**config.mk**
```make
export PLATFORM = sky130hd
export DESIGN_NAME = hazard_ctrl
export DESIGN_NICKNAME = d
export VERILOG_FILES = /design/src/rtl/pipe_pkg.sv /design/src/rtl/sat_counter.sv /design/src/rtl/hazard_ctrl.sv
export SDC_FILE = /design/constraint.sdc
export NUM_CORES = 1
export LEC_CHECK = 0
export ABC_AREA = 1
export CAP_MARGIN = 10
export CORE_MARGIN = 2
export CORE_UTILIZATION = 45
export CTS_BUF_LIST = sky130_fd_sc_hd__clkbuf_4 sky130_fd_sc_hd__clkbuf_8 sky130_fd_sc_hd__clkbuf_16
export CTS_CLUSTER_SIZE = 20
export DETAILED_ROUTE_END_ITERATION = 16
export PLACE_DENSITY_LB_ADDON = 0.15
export SLEW_MARGIN = 20
export SYNTH_ARGS = -nofsm -noshare
export SYNTH_HDL_FRONTEND = slang
export SYNTH_SLANG_ARGS = --single-unit
```
**constraint.sdc**
```tcl
create_clock -name clk -period 3 [get_ports clk]
set_clock_uncertainty 0.05 [all_clocks]
set_input_delay 0.6 -clock clk [delete_from_list [all_inputs] [get_ports clk]]
set_output_delay 0.6 -clock clk [all_outputs]
set_load 0.02 [all_outputs]
```
**src/rtl/pipe_pkg.sv**
```systemverilog
// Shared types and constants for the 16-bit 5-stage pipeline control blocks.
// Includes the load-use hazard rule used by the hazard sequencer.
package pipe_pkg;

    typedef enum logic [1:0] {
        RUN    = 2'd0,
        FLUSH  = 2'd1,
        HALTED = 2'd2
    } hz_state_t;

    typedef logic [3:0] reg_idx_t;

    localparam logic [3:0]  OP_LW    = 4'h8;
    localparam logic [3:0]  OP_HLT   = 4'hF;
    localparam logic [15:0] NOP_INST = 16'hF000;

    // R0 is hard-wired to zero, so a load targeting it never creates a hazard.
    function automatic logic load_use_f(
        input logic     mem_read,
        input reg_idx_t rd,
        input reg_idx_t rs,
        input logic     uses_rs,
        input reg_idx_t rt,
        input logic     uses_rt
    );
        logic rs_hit;
        logic rt_hit;
        rs_hit = uses_rs & (rs == rd);
        rt_hit = uses_rt & (rt == rd);
        return mem_read & (rd != 4'd0) & (rs_hit | rt_hit);
    endfunction

endpackage

```
**src/rtl/sat_counter.sv**
```systemverilog
// Saturating up-counter with synchronous clear taking priority over increment.
module sat_counter #(
    parameter int unsigned W = 16
) (
    input  logic         clk,
    input  logic         rst_n,
    input  logic         clr,
    input  logic         inc,
    output logic [W-1:0] q
);

    logic [W-1:0] q_q;

    // Count register: clear wins, otherwise step unless already all-ones.
    always_ff @(posedge clk or negedge rst_n) begin
        if (!rst_n) begin
            q_q <= {W{1'b0}};
        end else if (clr) begin
            q_q <= {W{1'b0}};
        end else if (inc && (q_q != {W{1'b1}})) begin
            q_q <= q_q + {{(W-1){1'b0}}, 1'b1};
        end else begin
            q_q <= q_q;
        end
    end

    assign q = q_q;

endmodule

```
**src/rtl/hazard_ctrl.sv**
```systemverilog
// Load-use / redirect / halt stall sequencer for the 5-stage core.
// Stall outputs are same-cycle combinational; state and counters are registered.
module hazard_ctrl
    import pipe_pkg::*;
#(
    parameter int unsigned FLUSH_CYCLES = 2,
    parameter int unsigned CNT_W        = 16
) (
    input  logic             clk,
    input  logic             rst_n,
    input  logic [3:0]       id_rs,
    input  logic [3:0]       id_rt,
    input  logic             id_uses_rs,
    input  logic             id_uses_rt,
    input  logic             ex_mem_read,
    input  logic [3:0]       ex_rd,
    input  logic             redirect,
    input  logic             ex_hlt,
    input  logic             cnt_clr,
    output logic             data_hazard,
    output logic             PC_hazard,
    output logic             pc_hold,
    output logic             idex_bubble,
    output logic             halted,
    output logic [CNT_W-1:0] stall_cnt,
    output logic [CNT_W-1:0] flush_cnt
);

    localparam logic [3:0] FCNT_RELOAD = 4'(FLUSH_CYCLES - 32'd1);
    localparam logic       USE_FLUSH   = (FLUSH_CYCLES > 32'd1);

    hz_state_t  state_q;
    logic [3:0] fcnt_q;

    logic load_use_s;
    logic dh_s, pch_s, hold_s, bub_s, halt_s;
    logic stall_inc_s, flush_inc_s;

    assign load_use_s = load_use_f(ex_mem_read, ex_rd, id_rs, id_uses_rs, id_rt, id_uses_rt);

    // Sequencer state; the RUN redirect cycle is itself the first flush cycle.
    always_ff @(posedge clk or negedge rst_n) begin
        if (!rst_n) begin
            state_q <= RUN;
            fcnt_q  <= 4'd0;
        end else begin
            case (state_q)
                RUN: begin
                    if (ex_hlt) begin
                        state_q <= HALTED;
                    end else if (redirect && USE_FLUSH) begin
                        state_q <= FLUSH;
                        fcnt_q  <= FCNT_RELOAD;
                    end else begin
                        state_q <= RUN;
                    end
                end
                FLUSH: begin
                    if (redirect) begin
                        fcnt_q <= FCNT_RELOAD;
                    end else if (fcnt_q <= 4'd1) begin
                        state_q <= RUN;
                        fcnt_q  <= 4'd0;
                    end else begin
                        fcnt_q <= fcnt_q - 4'd1;
                    end
                end
                HALTED: begin
                    state_q <= HALTED;
                end
                default: begin
                    state_q <= RUN;
                    fcnt_q  <= 4'd0;
                end
            endcase
        end
    end

    // Same-cycle stall decode from current state and EX/ID inputs.
    always_comb begin
        dh_s        = 1'b0;
        pch_s       = 1'b0;
        hold_s      = 1'b0;
        bub_s       = 1'b0;
        halt_s      = 1'b0;
        stall_inc_s = 1'b0;
        flush_inc_s = 1'b0;
        case (state_q)
            RUN: begin
                if (ex_hlt) begin
                    bub_s = 1'b1;
                end else if (redirect) begin
                    pch_s       = 1'b1;
                    bub_s       = 1'b1;
                    flush_inc_s = 1'b1;
                end else if (load_use_s) begin
                    dh_s        = 1'b1;
                    hold_s      = 1'b1;
                    bub_s       = 1'b1;
                    stall_inc_s = 1'b1;
                end else begin
                    bub_s = 1'b0;
                end
            end
            FLUSH: begin
                pch_s       = 1'b1;
                bub_s       = 1'b1;
                flush_inc_s = redirect;
            end
            HALTED: begin
                dh_s   = 1'b1;
                hold_s = 1'b1;
                bub_s  = 1'b1;
                halt_s = 1'b1;
            end
            default: begin
                bub_s = 1'b0;
            end
        endcase
    end

    // Reset forces every strobe low immediately, independent of the clock.
    assign data_hazard = dh_s   & rst_n;
    assign PC_hazard   = pch_s  & rst_n;
    assign pc_hold     = hold_s & rst_n;
    assign idex_bubble = bub_s  & rst_n;
    assign halted      = halt_s & rst_n;

    sat_counter #(.W(CNT_W)) u_stall_cnt (
        .clk   (clk),
        .rst_n (rst_n),
        .clr   (cnt_clr),
        .inc   (stall_inc_s),
        .q     (stall_cnt)
    );

    sat_counter #(.W(CNT_W)) u_flush_cnt (
        .clk   (clk),
        .rst_n (rst_n),
        .clr   (cnt_clr),
        .inc   (flush_inc_s),
        .q     (flush_cnt)
    );

endmodule

```
Yosys cells after proc, flatten, opt, wreduce, memory -nomap -nowiden
Index checks and enable logic that the tools add are counted.
{"block": "word_totals", "in_bits": 20, "regBits": 38}
{"block": "op_classes", "bitwise": 10, "n_mux": 27, "n_eq_ne": 10, "n_reduce_logical": 9, "n_lt_le_gt_ge": 1, "add_sub_neg": 3}
{"operator": "16-bit 2-to-1 mux", "n": 4}
{"operator": "16-bit by 1-bit adder with 16-bit output (second input constant)", "n": 2}
{"operator": "16-bit inequality test (second input constant)", "n": 2}
{"operator": "4-bit 2-to-1 mux", "n": 4}
{"operator": "4-bit one-hot mux with 3 select lines", "n": 1}
{"operator": "1-bit 2-to-1 mux", "n": 10}
{"operator": "1-bit AND", "n": 8}
{"operator": "4-bit == test", "n": 2}
{"operator": "2-bit inequality test (second input constant)", "n": 4}
{"operator": "1-bit one-hot mux with 2 select lines", "n": 4}
{"operator": "2-bit 2-to-1 mux", "n": 3}
{"operator": "2-bit one-hot mux with 3 select lines", "n": 1}
{"operator": "4-bit by 1-bit <= comparator with 1-bit output (second input constant)", "n": 1}
{"operator": "2-bit nonzero test", "n": 2}
{"operator": "4-bit nonzero test", "n": 1}
{"operator": "4-bit by 1-bit subtractor with 4-bit output (second input constant)", "n": 1}
{"operator": "3-bit AND reduction", "n": 1}
{"operator": "2-bit by 1-bit == test with 1-bit output (second input constant)", "n": 1}
{"operator": "2-bit == test (second input constant)", "n": 1}
{"operator": "1-bit logical AND", "n": 2}
{"operator": "2-bit zero test", "n": 1}
{"operator": "2-bit AND reduction", "n": 1}
{"operator": "2-bit OR reduction", "n": 1}
{"operator": "1-bit inverter", "n": 1}
{"operator": "1-bit bitwise OR", "n": 1}

Longest topological paths before layout
Gate-level depths: netlist of the first run.
{"block": "depth", "ltp_word": 11, "mapped_depth": 11, "mapped_depth_nobuf": 10}

Modules after synthesis
Synthesis of the first run repeated with hierarchy kept, for this count alone.
{"block": "hier_totals", "hier_cells": 388, "area_unflattened_um2": 2702.6}
{"mod": "sat_counter", "seq_area_each_um2": 400.4, "cells_per_inst": 144, "n_inst": 2, "area_each_um2": 1037.2}
{"mod": "hazard_ctrl", "seq_area_each_um2": 150.1, "cells_per_inst": 100, "n_inst": 1, "area_each_um2": 628.1}

Least setup slack after synthesis of the first run
No wires, ideal clock.
{"block": "synth_path", "kind": "register -> output", "start": "register state_q[0]", "end": "output port pc_hold", "path_buffers": 1, "path_slack_ps": 416, "t_arrival_ps": 1934, "required_time_ps": 2350, "path_stages_with_launch": 8, "cell_sequence": "dfrtp_1 inv_1 ha_1 inv_1 nor3_1 nand3_1 o21ai_0 buf_4"}
{"block": "synth_between", "elab_chain_cells": 3}
{"item": "start, declared", "line": "hazard_ctrl.sv:32", "source": "hz_state_t state_q;"}
{"item": "start signal, assigned", "line": "hazard_ctrl.sv:44", "source": "state_q <= RUN;"}
{"item": "start signal, assigned", "line": "hazard_ctrl.sv:50", "source": "state_q <= HALTED;"}
{"item": "start signal, assigned", "line": "hazard_ctrl.sv:52", "source": "state_q <= FLUSH;"}
{"item": "2-bit == test or 2-bit zero test (tied branches)"}
{"item": "1-bit one-hot mux with 2 select lines *"}
{"item": "1-bit AND *"}
{"item": "end, declared", "line": "hazard_ctrl.sv:22", "source": "output logic pc_hold,"}
Every way passes the cells marked *; elsewhere a longest branch is shown, timed or not.

Final worst setup path of the first run
{"block": "layout_path", "start": "input port ex_rd[3]", "end": "output port idex_bubble"}
{"block": "layout_between", "elab_chain_cells": 9}
{"item": "start, declared", "line": "hazard_ctrl.sv:16", "source": "input logic [3:0] ex_rd,"}
{"item": "4-bit == test (on tied branches)", "line": "pipe_pkg.sv:28, pipe_pkg.sv:29"}
{"item": "1-bit AND (on tied branches)", "line": "pipe_pkg.sv:28, pipe_pkg.sv:29"}
{"item": "1-bit bitwise OR", "line": "pipe_pkg.sv:30", "source": "return mem_read & (rd != 4'd0) & (rs_hit | rt_hit);"}
{"item": "1-bit AND *", "line": "pipe_pkg.sv:30"}
{"item": "1-bit 2-to-1 mux *", "line": "hazard_ctrl.sv:96", "source": "end else if (load_use_s) begin"}
{"item": "1-bit 2-to-1 mux *", "line": "hazard_ctrl.sv:92", "source": "end else if (redirect) begin"}
{"item": "1-bit 2-to-1 mux *", "line": "hazard_ctrl.sv:90", "source": "if (ex_hlt) begin"}
{"item": "1-bit one-hot mux with 2 select lines *", "line": "hazard_ctrl.sv:88", "source": "case (state_q)"}
{"item": "1-bit AND *", "line": "hazard_ctrl.sv:126", "source": "assign idex_bubble = bub_s & rst_n;"}
{"item": "end, declared", "line": "hazard_ctrl.sv:23", "source": "output logic idex_bubble,"}
Marked as above.

==> flow_summary.ini, run 1 <==
[status]
status = finished clean

[timing]
fmax_mhz = 356
maxSlewHeadroom = 0.565
finalCriticalPeriod_ns = 2.81
hold_viol_final = 0
setup_viol = 0
period_share = 0.937
layout_setup_ws_ns = 0.189
rsz0062_at_grt = false
tightest_slew_ns = 0.652
setup_tns_ns = 0
drv_slew = 0

[power_and_ir_drop]
power.share.clock = 0.285
power.internal_uw = 884
netSwitchingPower_uw = 431
ir_drop_mv = 0.271
power.total_uw = 1310
p_leak_uw = 0.00152
switching_share = 0.327
cellPowerDensity_nw_per_um2 = 385
p_seq_frac = 0.431
comb_power_share = 0.284

[floorplanning]
start_util = 0.458
die_area_um2 = 6550
fp.dieW_um = 80.9
core_area_um2 = 5820
row_count = 28
top_level_ports = 57
die-height_um = 80.9

[cells_and_area]
nNetsFinal = 479
mostFrequentLayoutCells = 105 x nand2_1, 57 x nor2_1, 52 x clkdlybuf4s50_1, 44 x inv_1, 40 x nand3_1
fill_cells = 581
stdcell_count = 527
area_delta_synth_final_pct = 28.4
antenna_cells = 0
final_common_cell = nand2_1
drive_gt1_frac = 0.0730
finalInstanceArea_um2 = 3420

[logic_synthesis]
ys_types = 32
synth_seq_cells = 38
seq_area_frac_synth = 0.357
yosysWarnings = 0
syn_nets = 416
avgSynthCellArea_um2 = 6.86
synth_area_um2 = 2660
syn_inst = 388

[setup_path]
crit_family = buffers and inverters
arrival_ns = 2.16
crit_fanout = 4
path_cells = clkdlybuf4s50_1 > inv_1 > nand2_1 > nand2_1 > nor2_1 > nand3_1 > nand2_1 > nand2_1 > nand2_1 > nand2_1 > a21oi_1 > dlygate4sd2_1
crit_slowest_cell = clkdlybuf4s50_1
critPathKind = input pin to output pin
worst-path-buf-inv = 3
cp.required_ns = 2.35
startpoint_type = input pin
worstSetupEndpointType = output pin
path_common_cell = nand2_1
cpPeakStageDelay_ns = 0.52

[drt]
dr.pass1.iters = 4
detail_route.wl_per_cell_um = 11.9
avgViaCountPerCell = 4.87
via_count = 2569
drc = 0
wl_mm = 6.28
final_antenna_net_count = 0
drt_iter0_drc = 151

[clock_tree]
cts_tree = built
cts_setup_buffers = 0
numCtsBuffers = 5
clk_pin_slew_ns = 0.08
cts-root-buf = clkbuf_8
htreeDepth = 2
clock_sinks = 38
cts_buffer_depth = 2
clock_latency_ns = 0.29

[placed_design]
gp_congestion = 0.928
portBuffers = 56
dpl_cell_area_um2 = 3330
place_ws_ns = -0.126
dp.cells = 519
hpwl_mm = 4.62

[grt]
antenna_found_initial = 0
track_usage = 0.204
grt_max_degree = 39
grt_pass1_wl_mm = 10.6
grt_overflow = 0
grt_pass1_vias = 2351

[worst_hold_path]
hp-class = input pin to asynchronous set/reset pin

[job]
cap_violations = 0
==> final cells by class <==
type | instances | area [µm²] | area share
Clock buffer | 7 | 90.1 | 0.0264
Multi-Input combinational cell | 295 | 1490 | 0.435
Timing Repair Buffer | 65 | 619 | 0.181
Sequential cell | 38 | 951 | 0.278
Inverter | 46 | 173 | 0.0505
Clock inverter | 1 | 5.00 | 0.00146
Tap cell | 75 | 93.8 | 0.0275
==> synth_stat cells (all sizes together) <==
master	number	area share
o211ai	1	0.0028
xnor2	2	0.0066
nand3	41	0.079
o21ai	17	0.032
xor2	16	0.053
o31ai	3	0.0085
nor2	60	0.091
or2	4	0.0094
nor3	14	0.028
buf	6	0.016
dfrtp	38	0.36
clkbuf	3	0.0042
a21oi	9	0.017
inv	46	0.065
nor3b	3	0.0085
nand4	7	0.022
and2	1	0.0033
a21boi	1	0.0028
nand2	107	0.15
nor4	1	0.0024
ha	8	0.038
==> logic make-up after synthesis <==
kind of cell,Yosys count,synth area share
adders and majority gates,8,0.0376
and+or+nand+nor,238,0.399
AOI/OAI and AO/OA,31,0.0630
DFF,38,0.357
buffers and inverters,55,0.0846
xor gates and xnor gates,18,0.0592
==> through the flow <==
stage	hold slack [ns]	util
after detailed placement	0.439	0.572
after global routing	0.437	0.588
after CTS	0.416	0.588
after global placement	0.424	0.572
final	0.394	0.588
after floorplan	0.254	-
==> path summary, 6_finish.rpt <==
check / from / endpoint / slack [ns] / depth (start not counted)
worst max-delay path: ex_rd[3] / idex_bubble / 0.19 / 12
worst max register to register: state_q[0]$_DFFE_PN0P_ / u_stall_cnt.q[6]$_DFFE_PN0P_ / 0.94 / 9
min in group clk: fcnt_q[1]$_DFFE_PN0P_ / fcnt_q[1]$_DFFE_PN0P_ / 0.45 / 2
worst min-delay path: rst_n / u_flush_cnt.q[11]$_DFFE_PN0P_ / 0.39 / 2
worst min register to register: fcnt_q[1]$_DFFE_PN0P_ / fcnt_q[1]$_DFFE_PN0P_ / 0.45 / 2
max in group asynchronous: rst_n / u_flush_cnt.q[7]$_DFFE_PN0P_ / 2.17 / 2
==> worst reg2reg max path, delay by kind of cell, from the launching register on <==
family	cells	cell delay, ns
buf+inv	3	0.37
fa+ha+maj	1	0.22
simple gates	5	0.96
flops	1	0.40
==> routing by layer <==
metal / share of wire / vias to the layer above / track usage
li1: - / 1360 / -
met1: 0.49 / 1144 / 0.284
met2: 0.44 / 59 / 0.326
met3: 0.059 / 6 / 0.0433
met4: 0.010 / 0 / 0.0458
met5: 0 / - / 0
==> power groups by stage <==
| stage | Combinational, µW | Clock [µW] | Sequential [µW] |
|---|---|---|---|
| after floorplan | 235 | 0 | 581 |
| after CTS | 377 | 391 | 566 |
| after global placement | 380 | 0 | 575 |
| after detailed placement | 385 | 0 | 576 |
| after global routing | 424 | 408 | 571 |
| final | 373 | 375 | 566 |
==> flip-flops by register name, indices dropped and copies added (netlist names) <==
name,cells
u_flush_cnt.q,16
u_stall_cnt.q,16
fcnt_q,4
state_q,2
==> timing repair <==
action	in CTS	in global routing
gates resized for setup	3	0
hold buffers	0	0
setup endpoints to repair	3	0
(Power assumes the default switching activity.)
==> inputs of run 2 (changes only) <==
Clock period 3 ns to 3.6 ns, I/O delays scaled along.
==> run 2 against run 1 <==
Effect of this change:
- first-iteration DRC count decreased by 30%
- register-to-register slack better by 0.55 ns
- die area unchanged
- hold slack better by 0.051 ns
- combinational power decreased by 16%
- setup slack improved by 0.00093 ns
- power decreased by 6.6%
- sequential share of layout area shrank 0.091 points
- clock-buffer cell count decreased by 2
- design area rose by 0.33%
- clock power up 18%
- global-route usage rose by 1.0 points
==> flow_summary.ini, run 2 (same netlist as run 1, synthesis figures left out) <==
[worst_hold_path]
hp-class = flop to flop

[cells_and_area]
post-route-util = 0.590
area_delta_synth_final_pct = 28.8
final_common_cell = nand2_1
mostFrequentLayoutCells = 105 x nand2_1, 57 x nor2_1, 54 x clkdlybuf4s50_1, 44 x inv_1, 40 x nand3_1
finalInstanceArea_um2 = 3430
antenna_cells = 0
drive_gt1_frac = 0.0626
nNetsFinal = 474
fill_cells = 592

[setup_path]
crit_fanout = 4
critPathKind = input pin to output pin
arrival_ns = 2.64
worst-path-buf-inv = 3
crit_family = buffers and inverters
crit_slowest_cell = clkdlybuf4s50_1
worstSetupEndpointType = output pin
cp.required_ns = 2.83
path_common_cell = nand2_1
startpoint_type = input pin
path_cells = clkdlybuf4s50_1 > inv_1 > nand2_1 > nand2_1 > nor2_1 > nand3_1 > nand2_1 > nand3_1 > o21ai_0 > clkdlybuf4s50_1
cpPeakStageDelay_ns = 0.64

[floorplanning]
fp.dieW_um = 80.9
die_area_um2 = 6550
die-height_um = 80.9
start_util = 0.458
core_area_um2 = 5820
top_level_ports = 57
row_count = 28

[placed_design]
portBuffers = 56
dpl_cell_area_um2 = 3290
gp_congestion = 0.913
hpwl_mm = 4.60
place_ws_ns = 0.175

[timing]
maxSlewHeadroom = 0.668
finalCriticalPeriod_ns = 3.41
hold_ws_ns = 0.445
layout_setup_ws_ns = 0.190
setup_viol = 0
drv_slew = 0
setup_tns_ns = 0
period_share = 0.947
fmax_mhz = 293
hold_viol_final = 0
tightest_slew_ns = 0.492
rsz0062_at_grt = false

[clock_tree]
clk_pin_slew_ns = 0.07
htreeDepth = 2
postCtsHoldBufs = 0
cts_buffer_depth = 2
clock_sinks = 38
cts-root-buf = clkbuf_8
clock_latency_ns = 0.30
cts_tree = built
numCtsBuffers = 5

[status]
status = finished clean

[job]
cap_violations = 0

[drt]
wl_mm = 6.33
avgViaCountPerCell = 4.96
dr.pass1.iters = 4
drc = 0
detail_route.wl_per_cell_um = 12.1
via_count = 2589
final_antenna_net_count = 0
drt_iter0_drc = 105

[grt]
grt_overflow = 0
track_usage = 0.214
grt_max_degree = 39
grtUsageMet3 = 0.0444
antenna_found_initial = 0
grt_pass1_wl_mm = 11.0
grt_pass1_vias = 2436
busiest_layer = met2
grt.met2_usage = 0.337
use_met1 = 0.294

[power_and_ir_drop]
p_leak_uw = 0.00152
cellPowerDensity_nw_per_um2 = 358
ir_drop_mv = 0.250
[run 2: changes by cell type in the layout (fill, tap and decap cells not counted), sizes merged]
cell / before / now
clkdlybuf4s50: 52 / 54
clkbuf: 7 / 5
buf: 10 / 5
bufinv: 0 / 2
dlygate4sd2: 3 / 0
dlymetal6s2s: 0 / 1
[run 2: through the flow]
stage,std cells,total power (µW)
after detailed placement,514,795
after floorplan,388,680
after global routing,522,1300
after CTS,522,1250
final,522,1230
after global placement,514,789
[run 2: worst register-to-register path: cells and delay by family (launching register included)]
kind	cells	cell delay [ns]
flops	1	0.38
fa+ha+maj	1	0.21
buf+inv	2	0.31
simple gates	7	1.06
[run 2: layout make-up]
cell class	instances	area, µm²	share of cell area
well taps	75	93.8	0.0274
clock buffers	5	68.8	0.0201
multi-input cells	295	1490	0.433
repair buffers	60	588	0.171
clock inverters	3	68.8	0.0201
flip-flops and latches	38	951	0.277
inverters	46	173	0.0503
[run 2: path summary, 6_finish.rpt]
path                                         startpoint                       endpoint  slack, ns  cells after the start
min reg2reg                       fcnt_q[1]$_DFFE_PN0P_          fcnt_q[1]$_DFFE_PN0P_       0.44                      2
min in group asynchronous                         rst_n  u_flush_cnt.q[12]$_DFFE_PN0P_       0.50                      2
min                               fcnt_q[1]$_DFFE_PN0P_          fcnt_q[1]$_DFFE_PN0P_       0.44                      2
max                                            ex_rd[3]                        pc_hold       0.19                     10
max reg2reg                u_flush_cnt.q[0]$_DFFE_PN0P_  u_flush_cnt.q[14]$_DFFE_PN0P_       1.49                     10
max in group asynchronous                         rst_n   u_flush_cnt.q[5]$_DFFE_PN0P_       2.68                      2
[run 2: timing repair]
action / in CTS / in global routing
resized for setup: 0 / 1
endpoints found under the setup margin: 0 / 2
buffers inserted: 0 / 0
[run 2: power breakdown]
part | switching [µW] | internal, µW
registers | 22.0 | 450
logic | 186 | 126
clock network | 167 | 278
total | 375 | 854
[run 2: layer usage]
layer	up-vias	wire [µm]
li1	1350	-
met1	1170	3170
met2	62	2720
met3	7	343
met4	0	95
met5	-	0
